## src/rtl/sum_n_pkg.sv

```systemverilog
// sum_n_pkg: shared types and helpers for the sum-of-N initiator.
//   - state_e      : sequencer states
//   - N_W_DEF/S_W_DEF : default operand and result widths
//   - expected_sum : reference triangle number n*(n+1)/2, with the product
//                    kept to s_w+1 bits and the result truncated to s_w bits
package sum_n_pkg;

    localparam int N_W_DEF = 3;
    localparam int S_W_DEF = 5;

    typedef enum logic [2:0] {
        IDLE = 3'd0,
        REQ  = 3'd1,
        WAIT = 3'd2,
        ACK  = 3'd3,
        FIN  = 3'd4
    } state_e;

    function automatic logic [31:0] expected_sum(input logic [31:0] n, input int unsigned s_w);
        logic [31:0] mask_prod;
        logic [31:0] mask_sum;
        logic [31:0] prod;
        mask_prod = (32'd1 << (s_w + 32'd1)) - 32'd1;
        mask_sum  = (32'd1 << s_w) - 32'd1;
        prod      = (n * (n + 32'd1)) & mask_prod;
        return (prod >> 1) & mask_sum;
    endfunction

endpackage

```

## src/rtl/sum_n_watchdog.sv

```systemverilog
// sum_n_watchdog: cycle counter guarding the WAIT state.
//   clk, reset : clock, asynchronous active-high reset
//   clr_i      : zero the count (request accepted, entering WAIT)
//   en_i       : count this cycle (sequencer is in WAIT)
//   tc_o       : high in the cycle whose closing edge brings the count to
//                TIMEOUT_CYC, so the abort lands exactly on that edge
module sum_n_watchdog #(
    parameter int TIMEOUT_CYC = 64
) (
    input  logic clk,
    input  logic reset,
    input  logic clr_i,
    input  logic en_i,
    output logic tc_o
);

    localparam int CNT_W = $clog2(TIMEOUT_CYC + 1);

    logic [CNT_W-1:0] cnt_q;
    logic [CNT_W-1:0] cnt_d;

    // Next count: clear wins, then saturating increment while enabled.
    always_comb begin
        cnt_d = cnt_q;
        if (clr_i) begin
            cnt_d = {CNT_W{1'b0}};
        end else if (en_i && (cnt_q != CNT_W'(TIMEOUT_CYC))) begin
            cnt_d = cnt_q + CNT_W'(1);
        end else begin
            cnt_d = cnt_q;
        end
    end

    // Count register.
    always_ff @(posedge clk or posedge reset) begin
        if (reset) begin
            cnt_q <= {CNT_W{1'b0}};
        end else begin
            cnt_q <= cnt_d;
        end
    end

    assign tc_o = en_i && (cnt_q == CNT_W'(TIMEOUT_CYC - 1));

endmodule

```

## src/rtl/sum_n_client.sv

```systemverilog
// sum_n_client: initiator/self-test for a sum-of-N responder.
// On start (in IDLE or FIN) sweeps N over [max(n_first,1), max(n_last,1)],
// checks every returned sum against n*(n+1)/2, counts mismatches and
// aborts the sweep if the responder stalls longer than TIMEOUT_CYC in WAIT.
//   clk, reset        : clock, asynchronous active-high reset
//   start             : sweep request pulse
//   n_first, n_last   : sweep bounds, sampled with start
//   ready, sum_valid, sum : responder status / result
//   N_valid, N_in     : request strobe and operand
//   ack               : one-cycle result acknowledge
//   busy, done        : sweep in progress / finished (held)
//   err_cnt           : saturating mismatch count
//   timeout           : sweep aborted by watchdog
//   last_sum          : last captured responder result
module sum_n_client
    import sum_n_pkg::*;
#(
    parameter int N_W         = N_W_DEF,
    parameter int S_W         = S_W_DEF,
    parameter int TIMEOUT_CYC = 64
) (
    input  logic           clk,
    input  logic           reset,
    input  logic           start,
    input  logic [N_W-1:0] n_first,
    input  logic [N_W-1:0] n_last,
    input  logic           ready,
    input  logic           sum_valid,
    input  logic [S_W-1:0] sum,
    output logic           N_valid,
    output logic [N_W-1:0] N_in,
    output logic           ack,
    output logic           busy,
    output logic           done,
    output logic [3:0]     err_cnt,
    output logic           timeout,
    output logic [S_W-1:0] last_sum
);

    state_e         state_q, state_d;
    logic [N_W-1:0] n_cur_q, n_cur_d;
    logic [N_W-1:0] n_end_q, n_end_d;
    logic [3:0]     err_cnt_q, err_cnt_d;
    logic           timeout_q, timeout_d;
    logic [S_W-1:0] last_sum_q, last_sum_d;
    logic           n_valid_q, ack_q, busy_q, done_q;

    logic [N_W-1:0] n_first_cl_s;
    logic [N_W-1:0] n_last_cl_s;
    logic [S_W-1:0] exp_sum_s;
    logic           wd_clr_s;
    logic           wd_tc_s;

    // N = 0 would wrap the responder's counter, so both bounds floor at 1.
    assign n_first_cl_s = (n_first == {N_W{1'b0}}) ? N_W'(1) : n_first;
    assign n_last_cl_s  = (n_last  == {N_W{1'b0}}) ? N_W'(1) : n_last;
    assign exp_sum_s    = S_W'(expected_sum(32'(n_cur_q), S_W));

    sum_n_watchdog #(
        .TIMEOUT_CYC (TIMEOUT_CYC)
    ) u_watchdog (
        .clk   (clk),
        .reset (reset),
        .clr_i (wd_clr_s),
        .en_i  (state_q == WAIT),
        .tc_o  (wd_tc_s)
    );

    // Next-state and datapath updates for the sweep sequencer.
    always_comb begin
        state_d    = state_q;
        n_cur_d    = n_cur_q;
        n_end_d    = n_end_q;
        err_cnt_d  = err_cnt_q;
        timeout_d  = timeout_q;
        last_sum_d = last_sum_q;
        wd_clr_s   = 1'b0;
        case (state_q)
            IDLE, FIN: begin
                if (start) begin
                    n_cur_d   = n_first_cl_s;
                    // An inverted range collapses to a single request.
                    n_end_d   = (n_last_cl_s < n_first_cl_s) ? n_first_cl_s : n_last_cl_s;
                    err_cnt_d = 4'd0;
                    timeout_d = 1'b0;
                    state_d   = REQ;
                end else begin
                    state_d = state_q;
                end
            end
            REQ: begin
                if (ready) begin
                    wd_clr_s = 1'b1;
                    state_d  = WAIT;
                end else begin
                    state_d = REQ;
                end
            end
            WAIT: begin
                // A result arriving on the terminal cycle still counts.
                if (sum_valid) begin
                    last_sum_d = sum;
                    if ((sum != exp_sum_s) && (err_cnt_q != 4'd15)) begin
                        err_cnt_d = err_cnt_q + 4'd1;
                    end else begin
                        err_cnt_d = err_cnt_q;
                    end
                    state_d = ACK;
                end else if (wd_tc_s) begin
                    timeout_d = 1'b1;
                    state_d   = FIN;
                end else begin
                    state_d = WAIT;
                end
            end
            ACK: begin
                if (n_cur_q == n_end_q) begin
                    state_d = FIN;
                end else begin
                    n_cur_d = n_cur_q + N_W'(1);
                    state_d = REQ;
                end
            end
            default: begin
                state_d = IDLE;
            end
        endcase
    end

    // State, datapath and output registers; strobes are decoded from the
    // next state so they are valid for the whole cycle of that state.
    always_ff @(posedge clk or posedge reset) begin
        if (reset) begin
            state_q    <= IDLE;
            n_cur_q    <= {N_W{1'b0}};
            n_end_q    <= {N_W{1'b0}};
            err_cnt_q  <= 4'd0;
            timeout_q  <= 1'b0;
            last_sum_q <= {S_W{1'b0}};
            n_valid_q  <= 1'b0;
            ack_q      <= 1'b0;
            busy_q     <= 1'b0;
            done_q     <= 1'b0;
        end else begin
            state_q    <= state_d;
            n_cur_q    <= n_cur_d;
            n_end_q    <= n_end_d;
            err_cnt_q  <= err_cnt_d;
            timeout_q  <= timeout_d;
            last_sum_q <= last_sum_d;
            n_valid_q  <= (state_d == REQ);
            ack_q      <= (state_d == ACK);
            busy_q     <= (state_d == REQ) || (state_d == WAIT) || (state_d == ACK);
            done_q     <= (state_d == FIN);
        end
    end

    assign N_valid  = n_valid_q;
    assign N_in     = n_cur_q;
    assign ack      = ack_q;
    assign busy     = busy_q;
    assign done     = done_q;
    assign err_cnt  = err_cnt_q;
    assign timeout  = timeout_q;
    assign last_sum = last_sum_q;

endmodule

```

## config.mk

```make
export PLATFORM = sky130hd
export DESIGN_NAME = sum_n_client
export DESIGN_NICKNAME = d
export VERILOG_FILES = /design/src/rtl/sum_n_pkg.sv /design/src/rtl/sum_n_watchdog.sv /design/src/rtl/sum_n_client.sv
export SDC_FILE = /design/constraint.sdc
export NUM_CORES = 1
export LEC_CHECK = 0
export ABC_AREA = 0
export CORE_MARGIN = 10
export CORE_UTILIZATION = 40
export DETAILED_ROUTE_END_ITERATION = 6
export GPL_TIMING_DRIVEN = 0
export MAX_ROUTING_LAYER = met4
export PLACE_DENSITY = 0.66
export SYNTH_ARGS = -nofsm -noshare
export SYNTH_HDL_FRONTEND = slang
export SYNTH_SLANG_ARGS = --single-unit
```

## constraint.sdc

```tcl
create_clock -name clk -period 3.1 [get_ports clk]
set_input_delay 0.62 -clock clk [delete_from_list [all_inputs] [get_ports clk]]
set_output_delay 0.62 -clock clk [all_outputs]
set_load 0.01 [all_outputs]
```

* Yosys cells after proc, flatten, opt, wreduce, memory -nomap -nowiden *
Cells that the tools add are included.
W data, S select, Z words.

word-level totals
  register bits after elaboration = 30
  logic and storage cells = 77
  bits of input ports = 16
  output and inout bits = 17

operators by class
  reduce and logical (&&, ||, !) cells = 17
  multiply operators = 1
  muxes and demuxes = 24
  eq/ne operators = 19
  add/sub/neg operators = 4
  $lt $le $gt $ge = 1

operators with widths
  operator               count
  $mux W3                9
  $mux W7                2
  $eq A3 B2 Y1 const B   4
  $mux W4                3
  $ne A2 B2 Y1 const B   6
  $pmux W3 S4            1
  $logic_not A3 Y1       3
  $pmux W4 S2            1
  $reduce_and A4 Y1      2
  $add A7 B1 Y7 const B  1
  $eq A7 B6 Y1 const B   1
  $ne A7 B7 Y1 const B   1
  $eq A3 B1 Y1 const B   2
  $eq A3 B3 Y1 const B   2
  $mul A3 B4 Y6          1
  $pmux W3 S2            1
  $reduce_bool A2 Y1     3
  $mux W1                5
  $ne A5 B5 Y1           1
  $add A3 B1 Y4 const B  1
  $add A4 B1 Y4 const B  1
  $ne A4 B4 Y1 const B   1
  $reduce_and A2 Y1      2
  $add A3 B1 Y3 const B  1
  8 further kinds        11

* Logic depth before layout (Yosys ltp) *
Gate-level depths: netlist of the first run.

  word-level depth = 8
  depth in mapped cells = 12
  depth with buffers taken out = 12

* Hierarchy *
Synthesis of the first run repeated with hierarchy kept, for this count alone.

unflattened totals
  cells, all modules = 197
  area, all modules = 1923.1 um^2

modules (own cells, without submodules)
  module          instances  area an instance (um^2)  cells each
  sum_n_client    1          1483.9                   150
  sum_n_watchdog  1          439.2                    47

* Worst setup path before layout of the first run *
No wires, ideal clock.

  kind = register -> register
  start = register n_cur_q[0], in the netlist N_in[0]
  end = register err_cnt_q[1], in the netlist err_cnt[1]
  library setup time = 122 ps
  setup slack = -185 ps
  period minus slack after synthesis = 3285 ps
  data arrival time = 3163 ps
  data required time = 2978 ps
  cell stages (with the launch flop) = 12
  path through = dfrtp_1 clkbuf_1 inv_1 ha_1 nand2b_1 fa_1 fa_1 xor2_1 xnor3_1 o21ai_2 nand2_1 a32o_1

on the way
  longest elaborated chain between the ends = 6

ends and longest elaborated chain
  item                                    line                 text
  start: declaration                      sum_n_client.sv:41   logic [N_W-1:0] n_cur_q, n_cur_d;
  start signal: assignment                sum_n_client.sv:135  n_cur_q <= {N_W{1'b0}};
  start signal: assignment                sum_n_client.sv:146  n_cur_q <= n_cur_d;
  $add A3 B1 Y4                           sum_n_pkg.sv:25      prod = (n * (n + 32'd1)) & mask_prod;
  $mul A3 B4 Y6 (*)                       sum_n_pkg.sv:25
  $ne A5 B5 Y1 (*)                        sum_n_client.sv:103  if ((sum != exp_sum_s) && (err_cnt_q != 4'd15)) begin
  $logic_and A1 B1 Y1 (*)                 sum_n_client.sv:103
  $ne A2 B2 Y1 (no source line) (*)       --
  $reduce_and A4 Y1 (no source line) (*)  --
  end signal: assignment                  sum_n_client.sv:148  err_cnt_q <= err_cnt_d;
  end: declaration                        sum_n_client.sv:43   logic [3:0] err_cnt_q, err_cnt_d;

Every way passes the cells marked *; elsewhere a longest branch is shown, timed or not.
A chain may end at the register's enable or synchronous reset.

* Worst setup path after layout of the first run *
Same ends and word-level chain as after synthesis.

==> results of run 1 <==
==> power by group through the flow <==
stage          Sequential [mW]  Combinational, mW  Clock, mW
4_1_cts                  0.615               1.15      0.383
3_3_place_gp             0.636               1.03          0
6_report                 0.625               1.31      0.372
2_1_floorplan            0.656              0.701          0
3_5_place_dp             0.639               1.06          0
5_1_grt                  0.642               1.46      0.399
==> final timing paths <==
path / endpoint / slack, ns / cells after the start
max: err_cnt[1]$_DFFE_PP0P_ / 0.05 / 13
min: n_end_q[0]$_DFFE_PP0P_ / 0.49 / 2
max reg2reg: err_cnt[1]$_DFFE_PP0P_ / 0.05 / 13
min reg2reg: n_end_q[0]$_DFFE_PP0P_ / 0.49 / 2
max in group asynchronous: N_in[1]$_DFFE_PP0P_ / 1.38 / 2
min in group asynchronous: N_valid$_DFF_PP0_ / 0.94 / 2
==> worst register-to-register path, delay by kind of cell (launching register included) <==
family / cells / cell delay [ns]
AOI/OAI and AO/OA: 1 / 0.13
xor gates and xnor gates: 1 / 0.15
and+or+nand+nor: 4 / 0.54
DFF: 1 / 0.40
adders and majority gates: 4 / 1.50
buffers and inverters: 3 / 0.25
==> cell type report <==
type | count | share of cell area
Buffer | 7 | 0.0230
Clock buffer | 8 | 0.0439
Inverter | 14 | 0.0210
Multi-Input combinational cell | 137 | 0.428
Sequential cell | 30 | 0.300
Tap cell | 52 | 0.0259
Timing Repair Buffer | 42 | 0.158
==> per-stage QoR <==
stage               hold WS, ns  power [mW]  TNS, ns
detailed placement        0.487        1.70   -0.387
finish                    0.493        2.30        0
global placement          0.479        1.66   -0.152
floorplan                 0.459        1.36        0
global route              0.530        2.50   -0.204
CTS                       0.503        2.15        0
==> cells in the final DEF (no fill, tap or decap), drive strengths merged, types with 6 or more instances in the layout <==
master	count
a31oi	6
xor2	8
clkbuf	10
buf	15
inv	14
clkdlybuf4s50	32
dfrtp	30
ha	12
nor2	19
xnor2	7
nand2	17
o21ai	9
a21oi	11
==> repair_timing <==
item	4_1_cts	5_1_grt
endpoints found under the setup margin	4	4
setup buffers	5	5
hold endpoints to repair	0	0
resized for setup	3	17
pin swaps	4	12
==> state kept, by name, summed over array words and instances (netlist names) <==
name,cells
u_watchdog.cnt_q,7
last_sum,5
err_cnt,4
N_in,3
n_end_q,3
state_q,3
N_valid,1
ack,1
busy,1
done,1
timeout,1
==> cells by family after synthesis <==
| family | Yosys count | synth area share |
|---|---|---|
| simple gates | 63 | 0.170 |
| compound gates | 36 | 0.136 |
| flops | 30 | 0.407 |
| buf+inv | 21 | 0.0536 |
| xor+xnor | 16 | 0.0834 |
| fa+ha+maj | 14 | 0.103 |
| mux | 8 | 0.0468 |
==> routing by layer <==
metal  vias up  wire [um]
met5         -          0
met4         0        107
met3        12        245
met2        42       2120
met1       710       1820
li1        746          -
==> implementation parameters, run 1 <==
Parameter                              Value

Run status
  Status ... finished clean

Run
  Number of max-capacitance violations reported ... 0

Setup path
  Slowest-stage cell, CP ... sky130_fd_sc_hd__fa_2
  Required time at the endpoint of the critical path ... 3.32 ns
  Worst stage delay on the critical path ... 0.58 ns
  Worst Setup Path Type ... flop to flop
  Maximum fanout count along the critical path ... 3
  Family with the most delay on the worst path ... adder cells
  Worst R2R Start ... N_in[0]$_DFFE_PP0P_
  CP Buf/Inv Count ... 3
  Type of element capturing the critical path ... flop
  CP Cell Sequence ... ha_2, inv_2, ha_4, inv_2, nand2_2, fa_2, fa_2, xor2_1, nand4_1, buf_4, nor3_4, or2_1, a32o_1
  Data arrival at the endpoint of the critical path ... 3.27 ns
  Worst setup path startpoint ... N_in[0]$_DFFE_PP0P_
  Startpoint Class ... flop

Global route
  Global routing usage on met1 ... 0.132
  Global-route congestion overflow total ... 0
  Total routing resource utilization after global routing ... 0.118
  Pin count of the biggest net entering global routing ... 31
  Number of global-route vias before repair ... 1507
  Busiest layer in global routing ... met2
  Global-route wire length before repair ... 7.05 mm
  Met3 usage ... 0.0279
  Number of antenna violations at the first check in global routing ... 0
  Met2 routing resource usage after global routing ... 0.195

Timing
  Final hold viol count ... 0
  Setup-failing EPs final ... 0
  RSZ-0062 raised after global routing ... yes
  Period utilization ... 0.983
  Number of pins with negative max-slew slack in the final report ... 0
  Fin crit period ... 3.05 ns
  Relative slew margins ... 0.223
  Min setup slack post-route ... 0.0523 ns
  Max Clock Freq ... 328 MHz
  Actual slew at the worst max-slew pin ... 1.16 ns
  Skew final ... 0.00418 ns

Yosys
  Post-synth top area share ... 0.407
  Syn nets ... 218
  Top FF cell, synth ... sky130_fd_sc_hd__dfrtp_1
  Cell type with the highest aggregate area in the netlist ... sky130_fd_sc_hd__dfrtp_1
  Synthesized instance count ... 188
  Combined area of all synthesized cells ... 0.00185 sq mm
  Post-synthesis register bit count ... 30
  Count leader, synth ... sky130_fd_sc_hd__dfrtp_1
  YS warnings ... 0
  Top cell types by occurrence after synthesis ... sky130_fd_sc_hd__dfrtp_1, sky130_fd_sc_hd__nor2_1, sky130_fd_sc_hd__nand2_1
  Synthesized area divided by synthesized cell count ... 9.82 sq um
  Number of synthesized flops with an enable pin ... 0
  Seq/Total Area, Yosys ... 0.407
  Synth async-reset ratio ... 1.00
  Top post-synthesis cells by area ... sky130_fd_sc_hd__dfrtp_1, sky130_fd_sc_hd__ha_1, sky130_fd_sc_hd__nor2_1
  Synth unique cells ... 43

Layout
  Number of nets in the finished design ... 267
  Number of fillers in the final layout ... 381
  Final design utilization ... 0.568
  Multi-input logic area ... 0.00107 sq mm
  Final cell area excluding filler cells ... 0.00251 sq mm
  P&R area growth vs syn ... 35.9%
  Filler-free cell count of the finished design ... 290
  Total area of sequential cells ... 753 sq um
  Antenna diodes ... 0
  Share of layout cells above drive strength 1 ... 0.223

Pwr
  Internal power of the cells ... 1.43 mW
  Static Leakage ... 1.11 nW
  Net Sw Power ... 870 uW
  Reg power frac ... 0.271
  Switching share of total power ... 0.378
  Maximum VDD drop ... 0.271 mV
  Power Density ... 919 mW/mm^2
  Fraction of power consumed by the clock network ... 0.161
  Combinational power share ... 0.567

Die
  Std-Cell Rows ... 24
  Floorplan die height ... 87.9 um
  Width of the die ... 87.9 um
  # IOs ... 33
  Core Region ... 0.00441 sq mm
  Initial cell density of the core ... 0.418
  Die Outline Area ... 0.00773 sq mm

Route
  Iteration-0 DRC count of the detailed router ... 99
  Average wire per standard cell ... 14.8 um
  Total DRC errors in the routed layout ... 0
  Via-to-Cell Ratio ... 5.21
  Number of search-and-repair iterations in the first detailed-routing pass ... 4
  Routed WL ... 4.29 mm
  Number of nets still failing antenna checks after routing ... 0
  Routed via count ... 1510

CTS
  CTS tree ... done
  Number of buffers added by the clock tree synthesis step ... 5
  Total number of clock tree sinks ... 30
  Clock latency reported for the late side of the worst-skew pair ... 0.28 ns
  Number of hold buffers added after CTS ... 0
  Reg clk slew, reported paths ... 0.06 ns
  Root Driver ... sky130_fd_sc_hd__clkbuf_8
  Clock Tree Buf Depth ... 2
  H-tree levels ... 2

Placement
  Port Buffers ... 32
  Placement-stage worst setup slack ... -0.124 ns
  Count of placed standard cells including taps ... 272
  Estimated wirelength of the detail-placed design ... 3.01 mm
  Total placed instance area ... 0.00224 sq mm
  RePlAce Congestion ... 0.857

Worst hold path
  Origin of the worst min-delay path ... n_end_q[0]$_DFFE_PP0P_
  HP Class ... flop to flop
Power figures use the tool's default switching activity.
==> run 2, diff against run 1 <==
--- a/config.mk
+++ b/config.mk
@@ -6,12 +6,12 @@
 export NUM_CORES = 1
 export LEC_CHECK = 0
 export ABC_AREA = 0
-export CORE_MARGIN = 10
+export ABC_CLOCK_PERIOD_IN_PS = 3100
 export CORE_UTILIZATION = 40
 export DETAILED_ROUTE_END_ITERATION = 6
+export DONT_BUFFER_PORTS = 1
 export GPL_TIMING_DRIVEN = 0
 export MAX_ROUTING_LAYER = met4
-export PLACE_DENSITY = 0.66
 export SYNTH_ARGS = -nofsm -noshare
 export SYNTH_HDL_FRONTEND = slang
 export SYNTH_SLANG_ARGS = --single-unit
==> implementation parameters, run 2 (synthesis results as in run 1) <==
Parameter                              Value

Layout
  P&R area growth vs syn ... 15.0%
  Number of nets in the finished design ... 229
  Most frequent cells in the layout ... sky130_fd_sc_hd__dfrtp_1, sky130_fd_sc_hd__nor2_1, sky130_fd_sc_hd__nand2_1, sky130_fd_sc_hd__inv_1, sky130_fd_sc_hd__a21oi_1
  Share of layout cells above drive strength 1 ... 0.200
  Antenna diodes ... 0
  Filler-free cell count of the finished design ... 252
  Flip-flop count of the largest register after layout ... 7
  Largest Register ... u_watchdog.cnt_q
  Most common library cell in the layout ignoring fill and taps ... sky130_fd_sc_hd__dfrtp_1

CTS
  Total number of clock tree sinks ... 30
  Number of buffers added by the clock tree synthesis step ... 5
  Clock Tree Buf Depth ... 2
  H-tree levels ... 2
  Root Driver ... sky130_fd_sc_hd__clkbuf_8
  Clock latency reported for the late side of the worst-skew pair ... 0.28 ns
  CTS tree ... done
  Reg clk slew, reported paths ... 0.07 ns

Global route
  Global-route congestion overflow total ... 0
  Global-route wire length before repair ... 6.47 mm
  Number of antenna violations at the first check in global routing ... 0
  Total routing resource utilization after global routing ... 0.171
  Pin count of the biggest net entering global routing ... 31
  Number of global-route vias before repair ... 1397

Die
  # IOs ... 33
  Die Outline Area ... 0.00489 sq mm
  Width of the die ... 69.9 um
  Std-Cell Rows ... 24
  Core Region ... 0.00438 sq mm
  Initial cell density of the core ... 0.421
  Floorplan die height ... 69.9 um

Pwr
  Maximum VDD drop ... 0.396 mV
  Static Leakage ... 0.960 nW
  Pwr Total ... 2.02 mW
  Power Density ... 953 mW/mm^2

Route
  Number of nets still failing antenna checks after routing ... 0
  Total DRC errors in the routed layout ... 0
  Via-to-Cell Ratio ... 5.52
  Routed via count ... 1391
  Average wire per standard cell ... 14.6 um
  Routed WL ... 3.69 mm
  Iteration-0 DRC count of the detailed router ... 46
  Number of search-and-repair iterations in the first detailed-routing pass ... 4

Setup path
  Worst Setup Path Type ... flop to flop
  Maximum fanout count along the critical path ... 7
  Required time at the endpoint of the critical path ... 3.28 ns
  Family with the most delay on the worst path ... adder cells
  Slowest-stage cell, CP ... sky130_fd_sc_hd__dfrtp_2
  CP Buf/Inv Count ... 2
  CP Cell Sequence ... ha_4, inv_2, ha_4, inv_2, nand2_2, fa_1, fa_1, xor2_1, xnor3_1, o21ai_2, nand2_2, a32o_1
  Data arrival at the endpoint of the critical path ... 3.22 ns
  Worst stage delay on the critical path ... 0.50 ns
  Startpoint Class ... flop
  Type of element capturing the critical path ... flop

Timing
  Number of pins with negative max-slew slack in the final report ... 0
  Setup-failing EPs final ... 0
  RSZ-0062 raised after global routing ... yes
  Max Clock Freq ... 329 MHz
  Period utilization ... 0.982
  Min setup slack post-route ... 0.0568 ns
  Final hold viol count ... 0
  Skew final ... 0.00651 ns
  Actual slew at the worst max-slew pin ... 1.11 ns
  Fin crit period ... 3.04 ns
  Relative slew margins ... 0.260

Placement
  Placement-stage worst setup slack ... -0.171 ns
  RePlAce Congestion ... 0.798
  Estimated wirelength of the detail-placed design ... 2.71 mm
  Port Buffers ... 0
  Count of placed standard cells including taps ... 240

Run status
  Status ... finished clean

Run
  Number of max-capacitance violations reported ... 0

Worst hold path
  HP Class ... input pin to flop
run 2: worst paths after layout:
check                      depth (start not counted)  slack, ns                      end              startpoint
min                                                1       0.48  last_sum[0]$_DFFE_PP0P_                  sum[0]
min reg2reg                                        2       0.49   n_end_q[0]$_DFFE_PP0P_  n_end_q[0]$_DFFE_PP0P_
max                                               12       0.06   err_cnt[1]$_DFFE_PP0P_     N_in[1]$_DFFE_PP0P_
max reg2reg                                       12       0.06   err_cnt[1]$_DFFE_PP0P_     N_in[1]$_DFFE_PP0P_
max in group asynchronous                          1       1.86      N_in[0]$_DFFE_PP0P_                   reset
min in group asynchronous                          1       0.51            ack$_DFF_PP0_                   reset
run 2: worst register-to-register path, cell delays in order (launching register included):
cell and delay [ns]:
sky130_fd_sc_hd__dfrtp_2 0.50, sky130_fd_sc_hd__ha_4 0.19, sky130_fd_sc_hd__inv_2 0.05, sky130_fd_sc_hd__ha_4 0.19, sky130_fd_sc_hd__inv_2 0.06, sky130_fd_sc_hd__nand2_2 0.06
sky130_fd_sc_hd__fa_1 0.50, sky130_fd_sc_hd__fa_1 0.39, sky130_fd_sc_hd__xor2_1 0.18, sky130_fd_sc_hd__xnor3_1 0.28, sky130_fd_sc_hd__o21ai_2 0.20, sky130_fd_sc_hd__nand2_2 0.09
sky130_fd_sc_hd__a32o_1 0.26
run 2: report_power, final:
part           internal (mW)  switching, mW
Combinational          0.466          0.480
Sequential             0.523          0.160
Clock                  0.240          0.153
Total                   1.23          0.792
run 2: repair_timing:
action,in CTS,in global routing
buffers inserted,2,2
resized for setup,6,7
pin swaps,7,5
setup endpoints to repair,4,4
hold buffers,0,0
run 2: routing by layer:
metal / part of all wire / wire, um / global-route usage / vias to the layer above
met5: 0 / 0 / - / -
li1: - / - / - / 667
met4: 0.010 / 38 / 0.0467 / 0
met2: 0.51 / 1880 / 0.286 / 41
met1: 0.42 / 1550 / 0.200 / 675
met3: 0.059 / 217 / 0.0519 / 8
run 2: metrics by stage:
stage | TNS, ns | hold WS (ns) | instance area (sq um) | utilization
final | 0 | 0.483 | 2120 | 0.484
after CTS | 0 | 0.475 | 2090 | 0.477
after global placement | -0.328 | 0.476 | 1920 | 0.438
after global routing | -0.378 | 0.471 | 2120 | 0.484
after floorplan | 0 | 0.459 | 1860 | -
after detailed placement | -0.542 | 0.478 | 1920 | 0.438
run 2: final cells by class:
| class | count | area (sq um) |
|---|---|---|
| flip-flops and latches | 30 | 753 |
| multi-input cells | 137 | 1050 |
| fillers | 422 | 2260 |
| clock buffers | 6 | 72.6 |
| clock inverters | 2 | 37.5 |
| plain buffers | 7 | 57.6 |
| repair buffers | 4 | 32.5 |
| inverters | 14 | 52.6 |
| well taps | 52 | 65.1 |
